[config.mk]
export PLATFORM = sky130hd
export DESIGN_NAME = pe_mc_flat
export DESIGN_NICKNAME = d
export VERILOG_FILES = /design/src/rtl/pe_mc_if.sv /design/src/rtl/pe_mc.sv /design/src/flat_wrapper.sv
export SDC_FILE = /design/constraint.sdc
export NUM_CORES = 1
export LEC_CHECK = 0
export BUFFER_PORTS_ARGS = -buffer_cell sky130_fd_sc_hd__buf_2
export CORE_ASPECT_RATIO = 1.25
export CORE_UTILIZATION = 50
export DETAILED_ROUTE_END_ITERATION = 10
export PLACE_DENSITY = 0.83
export SYNTH_ARGS = -nofsm -noshare
export SYNTH_HDL_FRONTEND = slang
export SYNTH_SLANG_ARGS = --single-unit
export TNS_END_PERCENT = 5
[constraint.sdc]
create_clock -name clk -period 3.2 [get_ports clk]
set_clock_uncertainty 0.2 [all_clocks]
set_input_delay 0.64 -clock clk [delete_from_list [all_inputs] [get_ports clk]]
set_output_delay 0.64 -clock clk [all_outputs]
set_load 0.01 [all_outputs]
[src/rtl/pe_mc_if.sv]
// ============================================================================
// pe_mc_if : multicast bus-to-PE handshake bundle
// Rev 1.0
// ============================================================================
`default_nettype none

interface pe_mc_if #(
  parameter int DATA_SIZE = 32,
  parameter int ID_SIZE   = 5
);
  logic                 in_enable;
  logic                 in_ready;
  logic [ID_SIZE-1:0]   tag;
  logic [DATA_SIZE-1:0] data_in;
  logic                 out_enable;
  logic                 out_ready;
  logic [DATA_SIZE-1:0] data_out;

  // Upstream bus source and downstream PE sink, seen from outside the block
  modport master (
    output in_enable, tag, data_in, out_ready,
    input  in_ready, out_enable, data_out
  );

  modport slave (
    input  in_enable, tag, data_in, out_ready,
    output in_ready, out_enable, data_out
  );
endinterface

`default_nettype wire

[src/rtl/pe_mc.sv]
// ============================================================================
// pe_mc : multicast filter with FIFO buffering toward a PE port.
// Optional macro MC_STAT_EN adds the fwd_cnt pop counter.   Rev 1.0
// ============================================================================
`default_nettype none

module pe_mc #(
  parameter int DATA_SIZE  = 32,
  parameter int ID_SIZE    = 5,
  parameter int FIFO_DEPTH = 4
) (
  input  wire logic               clk,
  input  wire logic               rst,
  input  wire logic               set_id,
  input  wire logic [ID_SIZE-1:0] id_in,
  pe_mc_if.slave                  bus
`ifdef MC_STAT_EN
  ,
  output logic [15:0]             fwd_cnt
`endif
);

  localparam int c_addr_w = (FIFO_DEPTH > 1) ? $clog2(FIFO_DEPTH) : 1;
  localparam logic [c_addr_w:0] c_full_cnt = (c_addr_w + 1)'(FIFO_DEPTH);

  logic [ID_SIZE-1:0]   r_id;
  logic [c_addr_w-1:0]  r_wptr;
  logic [c_addr_w-1:0]  r_rptr;
  logic [c_addr_w:0]    r_count;
  logic [DATA_SIZE-1:0] r_mem [FIFO_DEPTH];

  logic w_match;
  logic w_full;
  logic w_empty;
  logic w_push;
  logic w_pop;

  assign w_match = (bus.tag == r_id) || (bus.tag == {ID_SIZE{1'b1}});
  assign w_full  = (r_count == c_full_cnt);
  assign w_empty = (r_count == '0);

  // Non-matching words are always accepted and dropped; readiness never
  // looks at out_ready, so a full FIFO stalls even when a pop is in flight.
  assign bus.in_ready   = !w_match || !w_full;
  assign w_push         = bus.in_enable && w_match && !w_full;
  assign w_pop          = !w_empty && bus.out_ready;
  assign bus.out_enable = !w_empty;
  assign bus.data_out   = w_empty ? '0 : r_mem[r_rptr];

  always_ff @(posedge clk or posedge rst) begin
    if (rst) begin
      r_id    <= '0;
      r_wptr  <= '0;
      r_rptr  <= '0;
      r_count <= '0;
    end else begin
      if (set_id) begin
        r_id <= id_in;
      end
      if (w_push) begin
        r_wptr <= r_wptr + 1'b1;
      end
      if (w_pop) begin
        r_rptr <= r_rptr + 1'b1;
      end
      case ({w_push, w_pop})
        2'b10:   r_count <= r_count + 1'b1;
        2'b01:   r_count <= r_count - 1'b1;
        default: r_count <= r_count;
      endcase
    end
  end

  // Storage needs no reset: the head is masked while the FIFO is empty
  always_ff @(posedge clk) begin
    if (w_push) begin
      r_mem[r_wptr] <= bus.data_in;
    end
  end

`ifdef MC_STAT_EN
  logic [15:0] r_fwd_cnt;

  always_ff @(posedge clk or posedge rst) begin
    if (rst) begin
      r_fwd_cnt <= '0;
    end else if (set_id) begin
      r_fwd_cnt <= '0;
    end else if (w_pop) begin
      r_fwd_cnt <= r_fwd_cnt + 16'd1;
    end
  end

  assign fwd_cnt = r_fwd_cnt;
`endif

endmodule

`default_nettype wire

[src/flat_wrapper.sv]
// flat-port wrapper written by rule: the top's interface ports become plain ports
module pe_mc_flat 
#(
  parameter int DATA_SIZE  = 32,
  parameter int ID_SIZE    = 5,
  parameter int FIFO_DEPTH = 4
)
  (clk, rst, set_id, id_in, bus_in_enable, bus_tag, bus_data_in, bus_out_ready, bus_in_ready, bus_out_enable, bus_data_out);
  pe_mc_if #(.DATA_SIZE(DATA_SIZE), .ID_SIZE(ID_SIZE)) bus_i ();
  input  wire logic clk;
  input  wire logic rst;
  input  wire logic set_id;
  input  wire logic [ID_SIZE-1:0] id_in;
  input wire logic [$bits(bus_i.in_enable)-1:0] bus_in_enable;
  input wire logic [$bits(bus_i.tag)-1:0] bus_tag;
  input wire logic [$bits(bus_i.data_in)-1:0] bus_data_in;
  input wire logic [$bits(bus_i.out_ready)-1:0] bus_out_ready;
  output wire logic [$bits(bus_i.in_ready)-1:0] bus_in_ready;
  output wire logic [$bits(bus_i.out_enable)-1:0] bus_out_enable;
  output wire logic [$bits(bus_i.data_out)-1:0] bus_data_out;
  assign bus_i.in_enable = bus_in_enable;
  assign bus_i.tag = bus_tag;
  assign bus_i.data_in = bus_data_in;
  assign bus_i.out_ready = bus_out_ready;
  assign bus_in_ready = bus_i.in_ready;
  assign bus_out_enable = bus_i.out_enable;
  assign bus_data_out = bus_i.data_out;
  pe_mc #(.DATA_SIZE(DATA_SIZE), .ID_SIZE(ID_SIZE), .FIFO_DEPTH(FIFO_DEPTH)) u_core (.clk(clk), .rst(rst), .set_id(set_id), .id_in(id_in), .bus(bus_i));
endmodule
==> results of run 1 <==
-- critical path, cell delays in order (launching register included) --
cell	delay, ps
dfrtp_1	430
or3_2	680
buf_4	280
and2_1	170
buf_2	140
-- stage by stage --
step | cells | hold WS, ps
global placement | 485 | 278
detailed placement | 485 | 308
CTS | 517 | 40.0
finish | 517 | 35.9
global route | 517 | 71.0
floorplan | 272 | 259
-- flip-flops by register name, indices dropped and copies added (netlist names) --
| register | flops |
|---|---|
| u_core.r_rptr | 2 |
| u_core.r_count | 3 |
| u_core.r_mem | 128 |
| u_core.r_id | 5 |
| u_core.r_wptr | 2 |
-- power by group through the flow --
stage / clock network, mW / logic (mW) / registers [mW]
detailed placement: 0 / 1.57 / 2.18
global placement: 0 / 1.53 / 2.17
CTS: 1.65 / 1.58 / 2.14
global route: 1.72 / 1.71 / 2.15
finish: 1.61 / 1.54 / 2.14
floorplan: 0 / 1.11 / 2.13
-- metal layers --
metal  up-vias  routed length, um  global-route usage [%]
met2        95               5190                    31.0
met1      1426               3690                    22.2
met4         2                128                    8.36
met3        12                555                    5.45
li1       1278                  -                       -
met5         -                 10                       0
-- cell families after synthesis --
group / count (synthesis) / synth area share, %
fa+ha+maj: 6 / 1.48
mux: 39 / 14.3
flops: 140 / 74.2
buf+inv: 17 / 1.64
simple gates: 53 / 5.92
compound gates: 7 / 0.874
xor+xnor: 10 / 1.57
-- cell usage after synthesis (2+ instances only) --
| master | instances | area (um^2) |
|---|---|---|
| mux4_2 | 32 | 721 |
| and2_1 | 33 | 206 |
| dfrtp_1 | 12 | 300 |
| buf_2 | 4 | 20.0 |
| edfxtp_1 | 128 | 3840 |
| nor2_1 | 3 | 11.3 |
| and3_1 | 4 | 25.0 |
| and4_1 | 2 | 17.5 |
| mux2i_1 | 2 | 20.0 |
| buf_6 | 3 | 33.8 |
| nand2_1 | 3 | 11.3 |
| mux2_2 | 5 | 56.3 |
| xor2_1 | 8 | 70.1 |
| a21oi_1 | 3 | 15.0 |
| xnor2_1 | 2 | 17.5 |
| and2_4 | 2 | 17.5 |
| inv_1 | 6 | 22.5 |
| ha_1 | 5 | 62.6 |
| clkbuf_1 | 4 | 15.0 |
-- worst max path at each step --
stage	to	slack, ps	start	cells past startpoint
finish	bus_data_out[1]	260	u_core.r_count[0]	4
detailed placement	u_core.r_count[2]	430	bus_tag[4]	11
global route	bus_data_out[1]	180	u_core.r_count[0]	4
floorplan	u_core.r_mem[0][0]	440	bus_tag[4]	4
CTS	bus_data_out[1]	190	u_core.r_count[1]	4
global placement	u_core.r_count[2]	510	bus_tag[4]	11
-- layout make-up --
type | count | area [um^2] | share of cell area, %
Clock buffer | 20 | 437 | 6.52
Clock inverter | 12 | 56.3 | 0.841
Inverter | 6 | 22.5 | 0.337
Multi-Input combinational cell | 115 | 1350 | 20.2
Sequential cell | 140 | 4150 | 61.9
Tap cell | 132 | 165 | 2.47
Timing Repair Buffer | 92 | 515 | 7.70
==> impl_metrics.tcl, run 1 <==
set metrics [dict create \
    outcome "finished clean" \
    fp.dieW_um 96.5 \
    grt_overflow 0 \
    wire_per_inst_um 18.5 \
    start_kind "register" \
    layout-drive-gt1-share_pct 41.8 \
    layout_common_cells "128 x edfxtp_1, 80 x buf_2, 33 x and2_1" \
    final_common_cell "edfxtp_1" \
    fin_total_pwr_mw 5.29 \
    setup_ws_ps 256 \
    switching_share_pct 27.1 \
    hold_path_class "primary input to async pin" \
    ctsResizeCount 0 \
    post-route-util_pct 62.4 \
    worstSetupEndpointType "output port" \
    num_vias 2813 \
    tightest_slew_ps 475 \
    async_flop_share_pct 8.57 \
    comb_power_share_pct 29.1 \
    rsz0062_at_grt "false" \
    power_density_mw_per_mm2 790 \
    syn_nets 325 \
    grt_usage_pct 18.7 \
    r2r_end "u_core.r_count[2]" \
    postCtsSetupBuffers 0 \
    ios 81 \
    n_antenna_cell 0 \
    port_buffers 80 \
    grt_first_pass_wirelength_mm 15.2 \
    p_seq_share_pct 40.5 \
    cts_buffers 17 \
    drcViolationCount 0 \
    r2r-start "u_core.r_count[0]" \
    cap_violations 0 \
    fin_crit_sh_pct 92.0 \
    wl_mm 9.57 \
    coreArea_mm2 0.0107 \
    final_antenna_net_count 0 \
    leakage_nw 2.43 \
    cts_max_path_buffers 2 \
    p_switching_mw 1.43 \
    cts-htree-levels 4 \
    fill_cells 802 \
    die_y_um 120 \
    synthFlopType "edfxtp_1" \
    p_int_mw 3.85 \
    synth_warnings 0 \
    fmax_mhz 340 \
    rrSetupSlack_ps 690 \
    clockRootBuffer "clkbuf_16" \
    die_area_mm2 0.0116 \
    slew_viol_final 0 \
    yosysSeqAreaShare_pct 74.2 \
    arrival_ps 2100 \
    viasPerCell 5.44 \
    crit_required_ps 2360 \
    syn_to_final_growth_pct 19.9 \
    clock_latency_ps 400 \
    pwr-share-clk_pct 30.4 \
    post-place-ws_ps 429 \
    gp_congestion 0.728 \
    synthCells 272 \
    design_area_mm2 0.00669 \
    ys_seq_elements 140 \
    synth_area_mm2 0.00558 \
    fin_crit_ps 2940 \
    antenna_found_initial 1 \
    num_rows 42 \
    drt_iter0_markers 112 \
    path_class "register to output port" \
    finalSetupTns_ps 0 \
    layout.nets 425 \
    ir_drop_mv 0.513 \
    grt_max_degree 26 \
    hold_buffers 0 \
    cts_sinks 140 \
    critPathMaxFanout 19 \
    synth_edf_count 128 \
    hpwl_mm 6.26 \
    dpl-instance-area_mm2 0.00620 \
    dr.pass1.iters 4 \
    slew_headroom_pct 68.4 \
    avgSynthCellArea_um2 20.5 \
    synth_cell_type_count 30 \
    initial_core_util_pct 52.1 \
    tritoncts "done" \
    r2r_cells 8 \
    hold_violations 0 \
    clkSlewWorstSetupHoldPaths_ps 50 \
    setup_viol 0 \
    grt_pass1_vias 3026 \
]
Note: power is estimated with default switching activity, not from simulation.
==> run 2: changes to the inputs <==
CORE_UTILIZATION = 36   (was 50)
PLACE_DENSITY = 0.66   (was 0.83)
SETUP_SLACK_MARGIN = 0.4   (was unset)
==> run 2 against run 1 <==
Compared with the run above:
- critical path depth unchanged
- combinational power is essentially flat
- worst setup slack improved by 190 ps
- power rose by 5.4%
- via count unchanged
- sequential cell count is the same
- routed wire length grew 8.3%
- design area increased by 3.0%
- count of clock-buffer cells in the layout down 3
==> impl_metrics.tcl, run 2 (synthesis results as in run 1) <==
set metrics [dict create \
    outcome "finished clean" \
    slew_headroom_pct 67.7 \
    ir_drop_mv 0.295 \
    fin_crit_sh_pct 86.0 \
    critPathMaxFanout 21 \
    clkSlewWorstSetupHoldPaths_ps 60 \
    grt_max_degree 33 \
    path_delay_family "multiplexers" \
    hold_path_class "primary input to async pin" \
    hold_buffers 0 \
    rsz0062_at_grt "true" \
    post-route-util_pct 45.7 \
    cts-htree-levels 4 \
    cts_sinks 140 \
    finalSetupTns_ps 0 \
    slew_viol_final 0 \
    start_kind "register" \
    clock_latency_ps 400 \
    r2r_cells 9 \
    initial_core_util_pct 37.0 \
    setup_viol 0 \
    largest_reg_flops 128 \
    final_antenna_net_count 0 \
    layout_common_cells "128 x edfxtp_1, 80 x buf_2, 33 x and2_1" \
    r2r_end "u_core.r_count[2]" \
    drt_iter0_markers 118 \
    rrSetupSlack_ps 770 \
    tightest_slew_ps 484 \
    grt_first_pass_wirelength_mm 16.5 \
    regMostFlops "u_core.r_mem" \
    ios 81 \
    num_vias 2813 \
    r2r-start "u_core.r_count[0]" \
    dpl-instance-area_mm2 0.00630 \
    port_buffers 80 \
    crit_chain "buf_8 > mux4_2 > and2_1 > buf_2" \
    timing.critical_path.buf_inv 2 \
    design_area_mm2 0.00689 \
    fin_total_pwr_mw 5.57 \
    worstSetupEndpointType "output port" \
    final_common_cell "edfxtp_1" \
    gp_congestion 0.648 \
    power_density_mw_per_mm2 808 \
    viasPerCell 4.76 \
    hold_violations 0 \
    leakage_nw 2.46 \
    syn_to_final_growth_pct 23.5 \
    crit_required_ps 2360 \
    wire_per_inst_um 17.5 \
    grt_usage_pct 14.2 \
    path_class "register to output port" \
    die_area_mm2 0.0160 \
    fp.dieW_um 113 \
    fill_cells 1295 \
    cts_buffers 17 \
    top_regs "u_core.r_mem: 128 flops, u_core.r_id: 5 flops, u_core.r_count: 3 flops" \
    clockRootBuffer "clkbuf_16" \
    grt_overflow 0 \
    fmax_mhz 363 \
    cts_max_path_buffers 2 \
    slowest_stage "mux4_2" \
    cp_slowest_stage_delay_ps 560 \
    layout-drive-gt1-share_pct 43.5 \
    die_y_um 141 \
    grt_pass1_vias 3120 \
    drcViolationCount 0 \
    arrival_ps 1910 \
    dr.pass1.iters 4 \
    wl_mm 10.4 \
    critPathLaunch "u_core.r_rptr[0]" \
    antenna_found_initial 1 \
    layout.nets 422 \
    hpwl_mm 6.44 \
    cap_violations 0 \
    tritoncts "done" \
    coreArea_mm2 0.0151 \
    num_rows 50 \
    fin_crit_ps 2750 \
]
## run 2: changes by cell type in the layout (fill, tap and decap cells not counted), sizes merged
cell / delta
inv: +3
buf: -3
bufinv: +2
diode: +1
clkinv: -2
clkbuf: -3
## run 2: repair_timing
action | CTS | global route
setup buffers | 0 | 0
resized for setup | 1 | 5
setup endpoints to repair | 33 | 33
hold endpoints to repair | 0 | 0
cloned | 0 | 0
## run 2: cell type report
type | instances | area [um^2] | share of cell area, %
sequential | 140 | 4150 | 60.1
timing repair buffer | 89 | 529 | 7.68
multi-input combinational | 115 | 1360 | 19.7
clock inverter | 15 | 148 | 2.14
antenna | 1 | 2.50 | 0.0363
clock buffer | 17 | 425 | 6.17
tap | 208 | 260 | 3.77
inverter | 6 | 22.5 | 0.327
## run 2: worst max-delay path by stage
stage	endpoint	slack, ps	cells after the start
2_1_floorplan	u_core.r_mem[0][0]	440	4
3_3_place_gp	u_core.r_count[2]	500	11
3_5_place_dp	u_core.r_count[2]	450	11
4_1_cts	bus_data_out[17]	270	4
5_1_grt	bus_data_out[12]	350	4
6_report	bus_data_out[12]	450	4
## run 2: stage by stage
step                cells  setup slack (ps)  hold WS (ps)
finish                591               447          45.5
global route          590               349          73.4
CTS                   590               266          50.2
detailed placement    558               454           280
global placement      558               499           277
floorplan             272               437           259
## run 2: layer usage
| metal | up-vias | GRT usage [%] | wire length (um) |
|---|---|---|---|
| li1 | 1280 | - | - |
| met1 | 1449 | 16.4 | 4200 |
| met2 | 74 | 24.9 | 5540 |
| met3 | 10 | 4.30 | 526 |
| met4 | 0 | 5.26 | 102 |
| met5 | - | 0 | 0 |
## run 2: power breakdown
group / internal [mW] / switching [mW]
Combinational: 0.819 / 0.734
Clock: 1.14 / 0.721
Sequential: 2.07 / 0.0828
